$ cat src/rtl/fp_mul_seq_32bit_if.sv
// Handshake and operand/result bundle for the sequential binary32 multiplier.
// The master side supplies operands and accepts results; the slave side is the multiplier.
interface fp_mul_seq_32bit_if;
    logic        in_valid;
    logic        in_ready;
    logic [31:0] a;
    logic [31:0] b;
    logic        out_valid;
    logic        out_ready;
    logic [31:0] result;
    logic        busy;

    modport master (
        output in_valid, a, b, out_ready,
        input  in_ready, out_valid, result, busy
    );

    modport slave (
        input  in_valid, a, b, out_ready,
        output in_ready, out_valid, result, busy
    );
endinterface

$ cat src/rtl/fp_mul_seq_32bit.sv
// Sequential IEEE-754 binary32 multiplier: one shift-add mantissa step per cycle.
// Define FP_MUL_ROUND_NEAREST_EN for round-to-nearest-even; otherwise results are truncated.
module fp_mul_seq_32bit #(
    parameter int MANT_W = 24,
    parameter int BIAS   = 127
) (
    input  logic               clk,
    input  logic               rst_n,
    fp_mul_seq_32bit_if.slave  bus
);
    localparam int PROD_W = 2 * MANT_W;

    typedef enum logic [1:0] {IDLE, MUL, NORM, DONE} FpMulState;

    FpMulState          r_state, w_nextState;
    logic               r_sign;
    logic [7:0]         r_expA, r_expB;
    logic               r_aNan, r_bNan, r_aInf, r_bInf, r_aZero, r_bZero;
    logic [PROD_W-1:0]  r_mcand, r_acc;
    logic [MANT_W-1:0]  r_mplier;
    logic [4:0]         r_count;
    logic [31:0]        r_result;
    logic               r_outValid;

    logic signed [9:0]  w_expBase, w_expNorm, w_expFinal;
    logic [22:0]        w_frac, w_fracFinal;
    logic [31:0]        w_normResult;

    always_comb begin
        w_nextState = r_state;
        case (r_state)
            IDLE: if (bus.in_valid) w_nextState = MUL;
            MUL:  if (r_count == 5'(MANT_W - 1)) w_nextState = NORM;
            NORM: w_nextState = DONE;
            DONE: if (r_outValid && bus.out_ready) w_nextState = IDLE;
            default: w_nextState = IDLE;
        endcase
    end

`ifdef FP_MUL_ROUND_NEAREST_EN
    logic w_guard, w_sticky, w_roundUp, w_carry;
    logic [22:0] w_fracRnd;
`endif

    always_comb begin
        w_expBase = $signed({2'b00, r_expA}) + $signed({2'b00, r_expB}) - $signed(10'(BIAS));
        if (r_acc[PROD_W-1]) begin
            w_frac    = r_acc[46:24];
            w_expNorm = w_expBase + 10'sd1;
        end else begin
            w_frac    = r_acc[45:23];
            w_expNorm = w_expBase;
        end
`ifdef FP_MUL_ROUND_NEAREST_EN
        // A carry out of the fraction means it was all ones and wraps to zero.
        w_guard   = r_acc[PROD_W-1] ? r_acc[23] : r_acc[22];
        w_sticky  = r_acc[PROD_W-1] ? (|r_acc[22:0]) : (|r_acc[21:0]);
        w_roundUp = w_guard & (w_sticky | w_frac[0]);
        {w_carry, w_fracRnd} = {1'b0, w_frac} + 24'(w_roundUp);
        w_fracFinal = w_fracRnd;
        w_expFinal  = w_carry ? (w_expNorm + 10'sd1) : w_expNorm;
`else
        w_fracFinal = w_frac;
        w_expFinal  = w_expNorm;
`endif
        if (r_aNan || r_bNan || (r_aInf && r_bZero) || (r_bInf && r_aZero))
            w_normResult = 32'h7FC00000;
        else if (r_aInf || r_bInf)
            w_normResult = {r_sign, 8'hFF, 23'h0};
        else if (r_aZero || r_bZero)
            w_normResult = {r_sign, 31'h0};
        else if (w_expFinal >= 10'sd255)
            w_normResult = {r_sign, 8'hFF, 23'h0};
        else if (w_expFinal <= 10'sd0)
            w_normResult = {r_sign, 31'h0};
        else
            w_normResult = {r_sign, w_expFinal[7:0], w_fracFinal};
    end

    // out_valid is registered so it rises one cycle after DONE is entered.
    always_ff @(posedge clk) begin
        if (!rst_n) begin
            r_state    <= IDLE;
            r_sign     <= 1'b0;
            r_expA     <= '0;
            r_expB     <= '0;
            r_aNan     <= 1'b0;
            r_bNan     <= 1'b0;
            r_aInf     <= 1'b0;
            r_bInf     <= 1'b0;
            r_aZero    <= 1'b0;
            r_bZero    <= 1'b0;
            r_mcand    <= '0;
            r_mplier   <= '0;
            r_acc      <= '0;
            r_count    <= '0;
            r_result   <= '0;
            r_outValid <= 1'b0;
        end else begin
            r_state <= w_nextState;
            case (r_state)
                IDLE: if (bus.in_valid) begin
                    r_sign   <= bus.a[31] ^ bus.b[31];
                    r_expA   <= bus.a[30:23];
                    r_expB   <= bus.b[30:23];
                    r_aNan   <= (bus.a[30:23] == 8'hFF) && (bus.a[22:0] != 23'h0);
                    r_bNan   <= (bus.b[30:23] == 8'hFF) && (bus.b[22:0] != 23'h0);
                    r_aInf   <= (bus.a[30:23] == 8'hFF) && (bus.a[22:0] == 23'h0);
                    r_bInf   <= (bus.b[30:23] == 8'hFF) && (bus.b[22:0] == 23'h0);
                    r_aZero  <= (bus.a[30:23] == 8'h00);
                    r_bZero  <= (bus.b[30:23] == 8'h00);
                    r_mcand  <= PROD_W'({1'b1, bus.a[22:0]});
                    r_mplier <= {1'b1, bus.b[22:0]};
                    r_acc    <= '0;
                    r_count  <= '0;
                end
                MUL: begin
                    if (r_mplier[0]) r_acc <= r_acc + r_mcand;
                    r_mcand  <= r_mcand << 1;
                    r_mplier <= r_mplier >> 1;
                    r_count  <= r_count + 5'd1;
                end
                NORM: r_result <= w_normResult;
                DONE: begin
                    if (!r_outValid) r_outValid <= 1'b1;
                    else if (bus.out_ready) r_outValid <= 1'b0;
                end
                default: r_outValid <= 1'b0;
            endcase
        end
    end

    assign bus.in_ready  = (r_state == IDLE);
    assign bus.busy      = (r_state != IDLE);
    assign bus.out_valid = r_outValid;
    assign bus.result    = r_result;
endmodule

$ cat src/flat_wrapper.sv
// flat-port wrapper written by rule: the top's interface ports become plain ports
module fp_mul_seq_32bit_flat 
#(
    parameter int MANT_W = 24,
    parameter int BIAS   = 127
)
  (clk, rst_n, bus_in_valid, bus_a, bus_b, bus_out_ready, bus_in_ready, bus_out_valid, bus_result, bus_busy);
  fp_mul_seq_32bit_if bus_i ();
  input  logic clk;
  input  logic rst_n;
  input wire logic [$bits(bus_i.in_valid)-1:0] bus_in_valid;
  input wire logic [$bits(bus_i.a)-1:0] bus_a;
  input wire logic [$bits(bus_i.b)-1:0] bus_b;
  input wire logic [$bits(bus_i.out_ready)-1:0] bus_out_ready;
  output wire logic [$bits(bus_i.in_ready)-1:0] bus_in_ready;
  output wire logic [$bits(bus_i.out_valid)-1:0] bus_out_valid;
  output wire logic [$bits(bus_i.result)-1:0] bus_result;
  output wire logic [$bits(bus_i.busy)-1:0] bus_busy;
  assign bus_i.in_valid = bus_in_valid;
  assign bus_i.a = bus_a;
  assign bus_i.b = bus_b;
  assign bus_i.out_ready = bus_out_ready;
  assign bus_in_ready = bus_i.in_ready;
  assign bus_out_valid = bus_i.out_valid;
  assign bus_result = bus_i.result;
  assign bus_busy = bus_i.busy;
  fp_mul_seq_32bit #(.MANT_W(MANT_W), .BIAS(BIAS)) u_core (.clk(clk), .rst_n(rst_n), .bus(bus_i));
endmodule
$ cat config.mk
export PLATFORM = sky130hd
export DESIGN_NAME = fp_mul_seq_32bit_flat
export DESIGN_NICKNAME = d
export VERILOG_FILES = /design/src/rtl/fp_mul_seq_32bit_if.sv /design/src/rtl/fp_mul_seq_32bit.sv /design/src/flat_wrapper.sv
export SDC_FILE = /design/constraint.sdc
export NUM_CORES = 1
export LEC_CHECK = 0
export ABC_AREA = 1
export CAP_MARGIN = 20
export CORE_UTILIZATION = 40
export DETAILED_ROUTE_END_ITERATION = 7
export DONT_BUFFER_PORTS = 1
export HOLD_SLACK_MARGIN = 0.02
export PLACE_DENSITY = 0.63
export SLEW_MARGIN = 20
export SYNTH_ARGS = -nofsm -noshare
export SYNTH_HDL_FRONTEND = slang
export SYNTH_SLANG_ARGS = --single-unit
export TNS_END_PERCENT = 5
$ cat constraint.sdc
create_clock -name clk -period 3.5 [get_ports clk]
set_input_delay 0.7 -clock clk [delete_from_list [all_inputs] [get_ports clk]]
set_output_delay 0.7 -clock clk [all_outputs]
set_load 0.02 [all_outputs]
After elaboration in Yosys (flattened, before gate mapping):

Cells that the tools add are included.

* output and inout bits: 35
* word-level logic and storage cells: 81
* register bits: 183
* bits of input ports: 68

* reductions and logical operators: 25
* equality and inequality tests: 10
* mux-type cells: 22
* $lt $le $gt $ge: 2
* bitwise operators: 1
* $add $sub $neg: 5

Operator list (number)
* 48-bit one-hot mux with 2 select lines: 2
* 48-bit 2-to-1 mux: 3
* 31-bit 2-to-1 mux: 4
* 48-bit adder: 1
* 24-bit one-hot mux with 2 select lines: 1
* 23-bit zero test: 2
* 23-bit nonzero test: 2
* 32-bit 2-to-1 mux: 1
* 24-bit 2-to-1 mux: 1
* 23-bit 2-to-1 mux: 1
* 8-bit == test, second input constant: 2
* 8-bit zero test: 2
* 10-bit by 2-bit adder with 10-bit output, second input constant: 1
* 10-bit by 9-bit greater-or-equal comparator with 1-bit output, second input constant: 1
* 10-bit by 1-bit less-or-equal comparator with 1-bit output, second input constant: 1
* 10-bit 2-to-1 mux: 1
* 5-bit one-hot mux with 2 select lines: 1
* 10-bit by 8-bit subtractor with 10-bit output, second input constant: 1
* 8-bit by 8-bit adder with 9-bit output: 1
* 2-bit one-hot mux with 4 select lines: 1
* 1-bit logical AND: 7
* 2-bit 2-to-1 mux: 3
* 2-bit by 1-bit != test with 1-bit output, second input constant: 3
* 3-bit AND reduction: 2
* 12 further kinds: 20

Longest topological paths before layout:

Gate-level depths: netlist (run 1).

* depth after elaboration: 10
* depth in mapped cells: 23
* mapped depth without buffers: 23

Worst setup path before layout (run 1):

Ideal clock, no wire load.

* path kind: register -> register
* start point: reg u_core.r_expB[0]
* end point: reg u_core.r_result[22] (netlist: u_core.bus.result[22])
* setup slack: 642 ps
* data arrival time: 2788 ps
* period minus slack after synthesis: 2858 ps
* data required time: 3430 ps
* library setup time: 70 ps
* cell stages (with the launch flop): 21
* path through: dfxtp_1 ha_1 inv_1 fa_1 inv_1 ha_1 inv_1 nor2_2 nand3_2 nand2_1 inv_2 nor2_4 nand2_1 nor2_2 nand3_2 o21ai_4 nand2_2 nor2_4 buf_4 nand2_1 a21oi_1

* cells in the longest elaborated chain, start to end: 10
* elaborated cells between the ends (all ways): 11
* classes of those cells: add/sub (3); order compare (2); mux (6)

RTL lines
* start, declared: line fp_mul_seq_32bit.sv:17 `logic [7:0] r_expA, r_expB;`
* start signal, assigned: line fp_mul_seq_32bit.sv:105 `r_expB <= bus.b[30:23];`
* 8-bit by 8-bit adder with 9-bit output (*): line fp_mul_seq_32bit.sv:46 `w_expBase = $signed({2'b00, r_expA}) + $signed({2'b00, r_expB}) - $signed(10'(BIAS));`
* 10-bit by 8-bit subtractor with 10-bit output (*): line fp_mul_seq_32bit.sv:46
* 10-bit by 2-bit adder with 10-bit output: line fp_mul_seq_32bit.sv:49 `w_expNorm = w_expBase + 10'sd1;`
* 10-bit 2-to-1 mux (*): line fp_mul_seq_32bit.sv:47 `if (r_acc[PROD_W-1]) begin`
* 10-bit by 1-bit less-or-equal comparator with 1-bit output: line fp_mul_seq_32bit.sv:74 `else if (w_expFinal <= 10'sd0)`
* 31-bit 2-to-1 mux: line fp_mul_seq_32bit.sv:74
* 31-bit 2-to-1 mux (*): line fp_mul_seq_32bit.sv:72 `else if (w_expFinal >= 10'sd255)`
* 31-bit 2-to-1 mux (*): line fp_mul_seq_32bit.sv:70 `else if (r_aZero || r_bZero)`
* 31-bit 2-to-1 mux (*): line fp_mul_seq_32bit.sv:68 `else if (r_aInf || r_bInf)`
* 32-bit 2-to-1 mux (*): line fp_mul_seq_32bit.sv:66 `if (r_aNan || r_bNan || (r_aInf && r_bZero) || (r_bInf && r_aZero))`
* end signal, assigned: line fp_mul_seq_32bit.sv:123 `NORM: r_result <= w_normResult;`
* end, declared: line fp_mul_seq_32bit.sv:22 `logic [31:0] r_result;`

Mark *: on every way between the ends. The rest lies on a longest branch, timed or not.
A chain may end at the register's enable or synchronous reset.

Worst setup path in the final report (run 1):

* start point: reg u_core.r_expA[0]
* end point: reg u_core.r_result[28] (netlist: u_core.bus.result[28])

* cells in the longest elaborated chain, start to end: 10
* elaborated cells between the ends (all ways): 11
* classes of those cells: add/sub (3); order compare (2); mux (6)

RTL lines
* start, declared: line fp_mul_seq_32bit.sv:17
* start signal, assigned: line fp_mul_seq_32bit.sv:104 `r_expA <= bus.a[30:23];`
* 8-bit by 8-bit adder with 9-bit output (*): line fp_mul_seq_32bit.sv:46
* 10-bit by 8-bit subtractor with 10-bit output (*): line fp_mul_seq_32bit.sv:46
* 10-bit by 2-bit adder with 10-bit output: line fp_mul_seq_32bit.sv:49
* 10-bit 2-to-1 mux (*): line fp_mul_seq_32bit.sv:47
* 10-bit by 1-bit less-or-equal comparator with 1-bit output: line fp_mul_seq_32bit.sv:74
* 31-bit 2-to-1 mux: line fp_mul_seq_32bit.sv:74
* 31-bit 2-to-1 mux (*): line fp_mul_seq_32bit.sv:72
* 31-bit 2-to-1 mux (*): line fp_mul_seq_32bit.sv:70
* 31-bit 2-to-1 mux (*): line fp_mul_seq_32bit.sv:68
* 32-bit 2-to-1 mux (*): line fp_mul_seq_32bit.sv:66

Marked as above.

==> results of run 1 <==
==> path summary, 6_finish.rpt <==
| kind | cells after the start | slack, ps | from | end |
|---|---|---|---|---|
| worst min-delay path | 2 | 390 | rst_n | u_core.r_mcand[2]$_SDFFE_PN0P_ |
| worst max register to register | 19 | 310 | u_core.r_expA[0]$_SDFFE_PN0P_ | u_core.bus.result[28]$_SDFFE_PN0P_ |
| worst min register to register | 2 | 470 | u_core.r_mplier[16]$_SDFFE_PN0P_ | u_core.r_mplier[15]$_SDFFE_PN0P_ |
| worst max-delay path | 19 | 310 | u_core.r_expA[0]$_SDFFE_PN0P_ | u_core.bus.result[28]$_SDFFE_PN0P_ |
==> per-layer routing <==
metal,part of all wire (%),up-vias
li1,-,5728
met5,0,-
met3,4.2,34
met4,1.5,0
met2,45,221
met1,49,4963
==> cell families after synthesis <==
group | count (synthesis) | share of synthesized area (%)
and+or+nand+nor | 778 | 29.12
AOI/OAI and AO/OA | 481 | 23.79
buffers and inverters | 200 | 6.771
DFF | 183 | 32.72
adders and majority gates | 64 | 7.285
xor gates and xnor gates | 3 | 0.2347
muxes | 1 | 0.08939
==> metrics by stage <==
| stage | TNS [ps] | cell area (um^2) | power, W | utilization [%] |
|---|---|---|---|---|
| 2_1_floorplan | 0 | 11200 | 0.004774 | - |
| 3_3_place_gp | 0 | 11570 | 0.005393 | 42.56 |
| 3_5_place_dp | 0 | 11570 | 0.005446 | 42.56 |
| 4_1_cts | 0 | 12150 | 0.007419 | 44.71 |
| 5_1_grt | -314.5 | 12160 | 0.007949 | 44.75 |
| 6_report | 0 | 12160 | 0.007383 | 44.75 |
==> repair_timing <==
item                                    CTS  global route
endpoints found under the setup margin    0            27
resized for setup                         0             3
setup buffers                             0             0
==> sequential cells by signal, summed over array words and instances (netlist names), 2 cells and up <==
name               cells
u_core.r_mplier       24
u_core.r_count         5
u_core.r_state         2
u_core.r_mcand        48
u_core.r_expB          8
u_core.bus.result     32
u_core.r_expA          8
u_core.r_acc          48
==> layout by cell type, fill, tap and decap left out, drive strengths merged, types with 2 or more instances in the layout <==
cell type	synthesis	routed
o21bai	5	5
dfxtp	183	183
xor2	2	2
or4	2	2
a31oi	53	53
nor3	14	14
nor2	158	158
a21boi	30	30
fa	2	2
clkbuf	65	18
nand4	11	11
and2	4	4
and3	5	5
ha	62	62
clkinv	2	7
o21a	6	6
a21o	6	6
nand3b	3	3
or2	12	12
nor4	19	19
a211oi	13	13
a21oi	222	222
nand2	464	464
buf	5	20
o21ai	139	139
inv	128	135
nand3	84	84
==> power groups by stage <==
stage	Clock [W]	Combinational, W	Sequential, W
finish	0.00197	0.00271	0.00270
global route	0.00209	0.00312	0.00273
CTS	0.00201	0.00272	0.00269
detailed placement	0	0.00271	0.00274
global placement	0	0.00266	0.00273
floorplan	0	0.00213	0.00265
==> cell type report <==
cell class / count / area share, %
multi-input cells: 1327 / 55.81
clock inverters: 14 / 1.286
flip-flops and latches: 183 / 30.12
clock buffers: 18 / 3.529
repair buffers: 20 / 1.399
well taps: 372 / 3.827
inverters: 130 / 4.023
==> metrics.yaml, run 1 <==
synth_area_leader_cell: "dfxtp_1"
finalNonFillerCells: 2064
synth_area_leaders: "dfxtp_1 33%, nand2_1 15%, a21oi_1 9.9%, ha_1 6.9%, o21ai_0 6.1%"
cp-start-kind: "flip-flop"
synth-edff-count: 0
p_per_area_nw_per_um2: 607.1
p_leak_nw: 4.790
dieArea_um2: 28670
cp_max_fo: 8
drc_errors: 0
diodes: 0
worst_slew_pin_slew_ps: 918.5
vdd_drop_max_v: 0.0003375
skew_ps: 13.15
seq_area_frac_synth_pct: 32.72
clk_pin_slew_worst_paths_ps: 80
die_y_um: 169.3
clock_sinks: 183
synthCells: 1710
num_vias: 10950
core_um2: 27180
area_delta_synth_final_pct: 8.604
p_int_w: 0.004262
hold_ws_ps: 392.5
critPathBufInv: 4
cp.arrival_ps: 3560
io_pins: 103
p_comb_share_pct: 36.8
cts_buffers: 17
cp_common_cell: "nand2_1"
met2_usage_pct: 35.52
critPathTopFamily: "simple AND/OR/NAND/NOR gates"
critical_path_required_ps: 3860
ys_types: 47
drive_gt1_share_pct: 5.556
grt_util_all_layers_pct: 21.59
fill_cells: 2906
seq_power_share_pct: 36.6
multi_input_area_um2: 6788
period_minus_slack_ps: 3193
routed_via_density: 5.303
slew_headroom_pct: 38.67
fin_nets: 1811
p_sw_w: 0.003121
yosysWarningCount: 0
synth_async_sr_flop_share_pct: 0
clkPwrFrac_pct: 26.7
clockBufferDepth: 2
busiest_layer: "met2"
grt_pass1_wl_mm: 50.29
routabilityCongestion: 0.9092
max_freq_mhz: 313.2
clock_latency_ps: 440
finalCritPeriodShare_pct: 91.23
wl_per_cell_um: 14.71
synth_top_area_share_pct: 32.72
grt_max_degree: 68
io_buffers: 0
ant_nets: 0
layout_setup_ws_ps: 307.0
p_sw_share_pct: 42.27
drv_slew: 0
status: "finished, final reports clean"
timing.max_cap.violations: 0
synth_commonest_cells: "459 x nand2_1, 222 x a21oi_1, 183 x dfxtp_1, 151 x nor2_1, 137 x o21ai_0"
max_stage_delay_ps: 510
cts_root_buffer: "clkbuf_16"
met3_usage_pct: 3.545
ys.flop_type: "dfxtp_1"
setup_viol: 0
h-tree-depth: 4
netlist_area_um2: 11200
pre_cts_ws_ps: 303.9
fp-row-count: 60
synth.net_count: 1842
rsz0062_at_grt: "true"
initial_core_util_pct: 41.21
drtIter0Drc: 625
hold_viol_final: 0
hp-class: "primary input to flip-flop"
globalRoute.totalOverflow: 0
grtUsageMet1_pct: 29.23
syn_area_per_cell_um2: 6.549
dp_cells: 2032
hpwl_mm: 22.83
critPathKind: "flip-flop to flip-flop"
cts_tree: "yes"
die_w_um: 169.3
seqCellArea_um2: 3664
crit_chain: "ha_1 -> inv_1 -> fa_1 -> inv_1 -> ha_1 -> inv_1 -> o21ai_0 -> inv_1 -> nor3_1 -> nand2_1 -> nor2_1 -> nand2_1 -> nor2_1 -> nand2_1 -> nand2_1 -> nand2_1 -> nand2_1 -> nand2_1 -> a21oi_1"
cts-hold-fix-buffers: 0
drt_wl_total_mm: 30.37
drt_pass1_iterations: 5
yosysMostFrequentCell: "nand2_1"
grt_pass1_vias: 10240
endpoint_kind: "flip-flop"
antenna_found_initial: 0
ys_ff_latch: 183
slowest_stage: "fa_1"
No activity file was read; power rests on OpenSTA's default activity.
==> run 2: changes to the inputs <==
--- a/config.mk
+++ b/config.mk
@@ -10,6 +10,7 @@
 export CORE_UTILIZATION = 40
 export DETAILED_ROUTE_END_ITERATION = 7
 export DONT_BUFFER_PORTS = 1
+export GPL_ROUTABILITY_DRIVEN = 0
 export HOLD_SLACK_MARGIN = 0.02
 export PLACE_DENSITY = 0.63
 export SLEW_MARGIN = 20
==> run 2 against run 1 <==
Power down 0.25%. Sequential power barely moved. Via count grew 0.82%. Largest cell class unchanged. Worst setup slack improved by 73 ps. Count of clock-buffer cells in the layout rose by 2. Clock power hardly changed. Global-route usage fell by 0.14 points.
==> metrics.yaml, run 2 (same netlist as run 1, synthesis figures left out) <==
status: "finished, final reports clean"
clock_latency_ps: 440
critPathKind: "flip-flop to flip-flop"
clock_sinks: 183
cp.arrival_ps: 3490
max_freq_mhz: 320.6
cts_root_buffer: "clkbuf_16"
setup_viol: 0
antenna_found_initial: 0
slew_headroom_pct: 47.12
busiest_layer: "met2"
met2_usage_pct: 35.55
p_per_area_nw_per_um2: 604.4
cp_common_cell: "nand2_1"
die_w_um: 169.3
grt_util_all_layers_pct: 21.45
rsz0062_at_grt: "false"
routed_via_density: 5.339
layout_setup_ws_ps: 380.4
io_pins: 103
met3_usage_pct: 4.594
drtIter0Drc: 709
globalRoute.totalOverflow: 0
die_y_um: 169.3
drv_slew: 0
worst_slew_pin_slew_ps: 791.0
grt_pass1_wl_mm: 50.11
setup-tns-final_ps: 0
hp-class: "primary input to flip-flop"
slowest_stage: "fa_1"
seqCellArea_um2: 3664
diodes: 0
core_um2: 27180
final_cell_mix: "458 x nand2_1, 221 x a21oi_1, 183 x dfxtp_1"
fin_nets: 1814
max_stage_delay_ps: 500
h-tree-depth: 4
critPathBufInv: 4
pre_cts_ws_ps: 279.3
wl_per_cell_um: 14.58
grtUsageMet1_pct: 28.13
drc_errors: 0
finalCritPeriodShare_pct: 89.13
p_leak_nw: 4.802
ant_nets: 0
hold_ws_ps: 395.6
io_buffers: 0
drive_gt1_share_pct: 5.782
skew_ps: 13.00
timing.max_cap.violations: 0
cts_buffers: 17
area_delta_synth_final_pct: 8.815
dieArea_um2: 28670
grt_max_degree: 68
fp-row-count: 60
hpwl_mm: 22.59
cts_tree: "yes"
cp-start-kind: "flip-flop"
fill_cells: 2924
cp_max_fo: 8
period_minus_slack_ps: 3120
crit_chain: "ha_1 -> inv_1 -> fa_1 -> inv_1 -> ha_1 -> inv_1 -> o21ai_0 -> inv_1 -> nor3_1 -> nand2_1 -> nor2_1 -> nand2_1 -> nor2_1 -> nand2_1 -> nand2_1 -> nand2_1 -> nand2_1 -> nand2_1 -> a21oi_1"
critical_path_required_ps: 3870
grt_pass1_vias: 10190
drt_wl_total_mm: 30.14
endpoint_kind: "flip-flop"
hold_viol_final: 0
critPathTopFamily: "simple AND/OR/NAND/NOR gates"
drt_pass1_iterations: 7
mostFrequentLayoutCell: "nand2_1"
vdd_drop_max_v: 0.0002873
initial_core_util_pct: 41.21
multi_input_area_um2: 6795
num_vias: 11040
clk_pin_slew_worst_paths_ps: 70
clockBufferDepth: 2
## run 2: cell types whose count changed in the layout (fill, tap and decap cells not counted), sizes merged
cell / delta
clkinv: +3
clkinvlp: -1
buf: +3
inv: -4
clkbuf: +2
## run 2: cell type report
type / instances / share of cell area [%]
clock buffers: 20 / 3.666
clock inverters: 12 / 1.150
flip-flops and latches: 183 / 30.06
inverters: 130 / 4.015
multi-input cells: 1327 / 55.77
repair buffers: 23 / 1.520
well taps: 372 / 3.820
## run 2: what timing repair did
action	in CTS	in global routing
hold endpoints to repair	0	0
hold buffers	0	0
endpoints found under the setup margin	0	23
gates resized for setup	0	6
setup buffers	0	4
## run 2: worst paths after layout
kind | startpoint | end | slack (ps) | cells after the start
max reg2reg | u_core.r_expA[0]$_SDFFE_PN0P_ | u_core.bus.result[23]$_SDFFE_PN0P_ | 380 | 19
min | rst_n | u_core.r_mcand[3]$_SDFFE_PN0P_ | 400 | 2
max | u_core.r_expA[0]$_SDFFE_PN0P_ | u_core.bus.result[23]$_SDFFE_PN0P_ | 380 | 19
min reg2reg | u_core.r_mplier[6]$_SDFFE_PN0P_ | u_core.r_mplier[5]$_SDFFE_PN0P_ | 470 | 2
## run 2: where the power goes
group          internal, W  switching [W]
combinational     0.000841        0.00189
sequential         0.00242       0.000277
clock              0.00103       0.000912
total              0.00429        0.00308
## run 2: layer usage
metal  routed length [um]  vias to the layer above
met5                    0                        -
met4                  408                        0
met3                 1622                       30
met2                13710                      231
met1                14400                     5038
li1                     -                     5737
## run 2: metrics by stage
step | area [um^2] | utilization [%] | instances | total power [W]
finish | 12190 | 44.84 | 2067 | 0.007364
global route | 12190 | 44.84 | 2067 | 0.007925
CTS | 12130 | 44.65 | 2063 | 0.007372
detailed placement | 11550 | 42.49 | 2031 | 0.005416
global placement | 11550 | 42.49 | 2031 | 0.005364
floorplan | 11200 | - | 1710 | 0.004774
==> run 3: changes to the inputs <==
--- a/config.mk
+++ b/config.mk
@@ -7,12 +7,15 @@
 export LEC_CHECK = 0
 export ABC_AREA = 1
 export CAP_MARGIN = 20
+export CELL_PAD_IN_SITES_DETAIL_PLACEMENT = 0
+export CELL_PAD_IN_SITES_GLOBAL_PLACEMENT = 1
 export CORE_UTILIZATION = 40
+export CTS_CLUSTER_SIZE = 14
 export DETAILED_ROUTE_END_ITERATION = 7
 export DONT_BUFFER_PORTS = 1
 export GPL_ROUTABILITY_DRIVEN = 0
 export HOLD_SLACK_MARGIN = 0.02
-export PLACE_DENSITY = 0.63
+export PLACE_DENSITY = 0.81
 export SLEW_MARGIN = 20
 export SYNTH_ARGS = -nofsm -noshare
 export SYNTH_HDL_FRONTEND = slang
==> run 3 against run 2 <==
First-iteration DRC count rose by 24%. Clock power about the same. Critical path type unchanged. Sequential power barely moved. Global-route usage rose by 0.10 points. Die area did not move. Register-to-register slack worse by 70 ps. Clock skew increased by 3.0 ps.
==> metrics.yaml, run 3 (same netlist as run 1, synthesis figures left out) <==
dp_cells: 2027
drive_gt1_share_pct: 5.910
fin_util_pct: 44.93
r2r-end: "u_core.bus.result[1]$_SDFFE_PN0P_"
cts-hold-fix-buffers: 0
cts_root_buffer: "clkbuf_16"
timing.max_cap.violations: 0
cp.arrival_ps: 3560
worst_slew_pin_slew_ps: 824.8
clock_sinks: 183
globalRoute.totalOverflow: 0
reg2reg_depth: 22
h-tree-depth: 4
grt_util_all_layers_pct: 21.55
cp_common_cell: "nand2_1"
skew_ps: 15.98
grt_pass1_vias: 10160
core_um2: 27180
drtIter0Drc: 876
cp.depth: 22
p_sw_w: 0.003179
finalInstanceArea_um2: 12210
wl_per_cell_um: 14.83
antenna_found_initial: 0
p_per_area_nw_per_um2: 609.2
dpl-instance-area_um2: 11540
period_minus_slack_ps: 3190
clk_pin_slew_worst_paths_ps: 80
grtUsageMet1_pct: 30.93
cts_tree: "yes"
final_cell_mix: "455 x nand2_1, 221 x a21oi_1, 183 x dfxtp_1"
hpwl_mm: 22.64
finalNonFillerCells: 2064
met3_usage_pct: 3.615
io_buffers: 0
cp-start-kind: "flip-flop"
fp-row-count: 60
cts_buffers: 17
max_stage_delay_ps: 480
setup_viol: 0
vdd_drop_max_v: 0.0003528
critical_path_required_ps: 3870
routed_via_density: 5.340
critPathBufInv: 5
crit_path_start: "u_core.r_expA[0]$_SDFFE_PN0P_"
p_int_w: 0.004259
hp-class: "primary input to flip-flop"
drt_wl_total_mm: 30.60
num_vias: 11020
reg2reg_slack_ps: 310
initial_core_util_pct: 41.21
setup-tns-final_ps: 0
clock_latency_ps: 440
seq_power_share_pct: 36.2
area_delta_synth_final_pct: 9.039
die_y_um: 169.3
cp_max_fo: 12
die_w_um: 169.3
grt_pass1_wl_mm: 50.46
dieArea_um2: 28670
slowest_stage: "fa_1"
cp-endpoint: "u_core.bus.result[1]$_SDFFE_PN0P_"
hold_ws_ps: 398.0
clkPwrFrac_pct: 25.7
status: "finished, final reports clean"
critPathTopFamily: "simple AND/OR/NAND/NOR gates"
drc_errors: 0
mostFrequentLayoutCell: "nand2_1"
endpoint_kind: "flip-flop"
slew_headroom_pct: 44.86
ant_nets: 0
drt_pass1_iterations: 5
p_comb_share_pct: 38.0
io_pins: 103
p_sw_share_pct: 42.74
clockBufferDepth: 2
crit_chain: "ha_1 -> inv_1 -> fa_1 -> inv_2 -> ha_1 -> inv_1 -> nor2_2 -> nand3_2 -> nor2_4 -> nand3_1 -> nand2_1 -> nand2_1 -> nand2_1 -> inv_1 -> nand2_1 -> nand2_1 -> nand3_4 -> nand2_4 -> nor2_4 -> buf_12 -> nand2_1 -> a21oi_1"
diodes: 0
busiest_layer: "met2"
finalCritPeriodShare_pct: 91.14
fin_nets: 1811
critPathKind: "flip-flop to flip-flop"
r2r-start: "u_core.r_expA[0]$_SDFFE_PN0P_"
grt_max_degree: 71
met2_usage_pct: 33.69
hold_viol_final: 0
p_leak_nw: 4.799
max_freq_mhz: 313.5
drv_slew: 0
==> run 3: cell types whose count changed in the layout (fill, tap and decap cells not counted), sizes merged <==
cell / previous run / this run
inv: 131 / 136
clkinv: 10 / 8
clkbuf: 20 / 18
bufinv: 1 / 0
buf: 23 / 19
nor2: 158 / 159
==> run 3: how the worst min path moves through the flow <==
| stage | from | endpoint | cells past startpoint |
|---|---|---|---|
| 3_5_place_dp | u_core.r_mplier[4]$_SDFFE_PN0P_ | u_core.r_mplier[3]$_SDFFE_PN0P_ | 2 |
| 3_3_place_gp | u_core.r_acc[3]$_SDFFE_PN0P_ | u_core.r_acc[3]$_SDFFE_PN0P_ | 2 |
| 2_1_floorplan | u_core.r_sign$_SDFFE_PN0P_ | u_core.bus.result[31]$_SDFFE_PN0P_ | 2 |
| 6_report | bus_a[28] | u_core.r_expA[5]$_SDFFE_PN0P_ | 2 |
| 4_1_cts | bus_a[28] | u_core.r_expA[5]$_SDFFE_PN0P_ | 2 |
| 5_1_grt | rst_n | u_core.r_mcand[1]$_SDFFE_PN0P_ | 2 |
==> run 3: stage by stage <==
stage | total power [W] | setup slack, ps
floorplan | 0.004774 | 642.4
finish | 0.007439 | 310.2
detailed placement | 0.005448 | 122.6
global route | 0.008001 | -20.07
global placement | 0.005402 | 249.1
CTS | 0.007380 | 113.5
==> run 3: power by group through the flow <==
stage / Combinational, W / Clock (W) / Sequential [W]
after global routing: 0.00323 / 0.00204 / 0.00274
after CTS: 0.00272 / 0.00197 / 0.00269
after global placement: 0.00267 / 0 / 0.00273
after floorplan: 0.00213 / 0 / 0.00265
after detailed placement: 0.00271 / 0 / 0.00274
final: 0.00283 / 0.00191 / 0.00269
==> run 3: cell type report <==
| class | count | area (um^2) |
|---|---|---|
| timing repair buffer | 19 | 192.7 |
| inverter | 130 | 489.2 |
| sequential | 183 | 3664 |
| clock buffer | 18 | 439.2 |
| clock inverter | 14 | 133.9 |
| fill | 2916 | 14970 |
| multi-input combinational | 1328 | 6827 |
| tap | 372 | 465.4 |
==> run 3: timing repair <==
action                                  CTS  global route
resized for setup                         0            11
endpoints found under the setup margin    0            31
setup buffers                             0             4
==> run 3: per-layer routing <==
| metal | up-vias | routed length (um) |
|---|---|---|
| li1 | 5739 | - |
| met1 | 5000 | 15490 |
| met2 | 256 | 13230 |
| met3 | 26 | 1485 |
| met4 | 0 | 395 |
| met5 | - | 0 |
==> run 3: worst register-to-register path, cell delays in order (launching register included) <==
cell,delay (ps)
dfxtp_1,350
ha_1,190
inv_1,60
fa_1,480
inv_2,100
ha_1,160
inv_1,60
nor2_2,130
nand3_2,120
nor2_4,140
nand3_1,160
nand2_1,90
nand2_1,50
nand2_1,70
inv_1,80
nand2_1,70
nand2_1,120
nand3_4,140
nand2_4,100
nor2_4,140
buf_12,140
nand2_1,60
a21oi_1,120
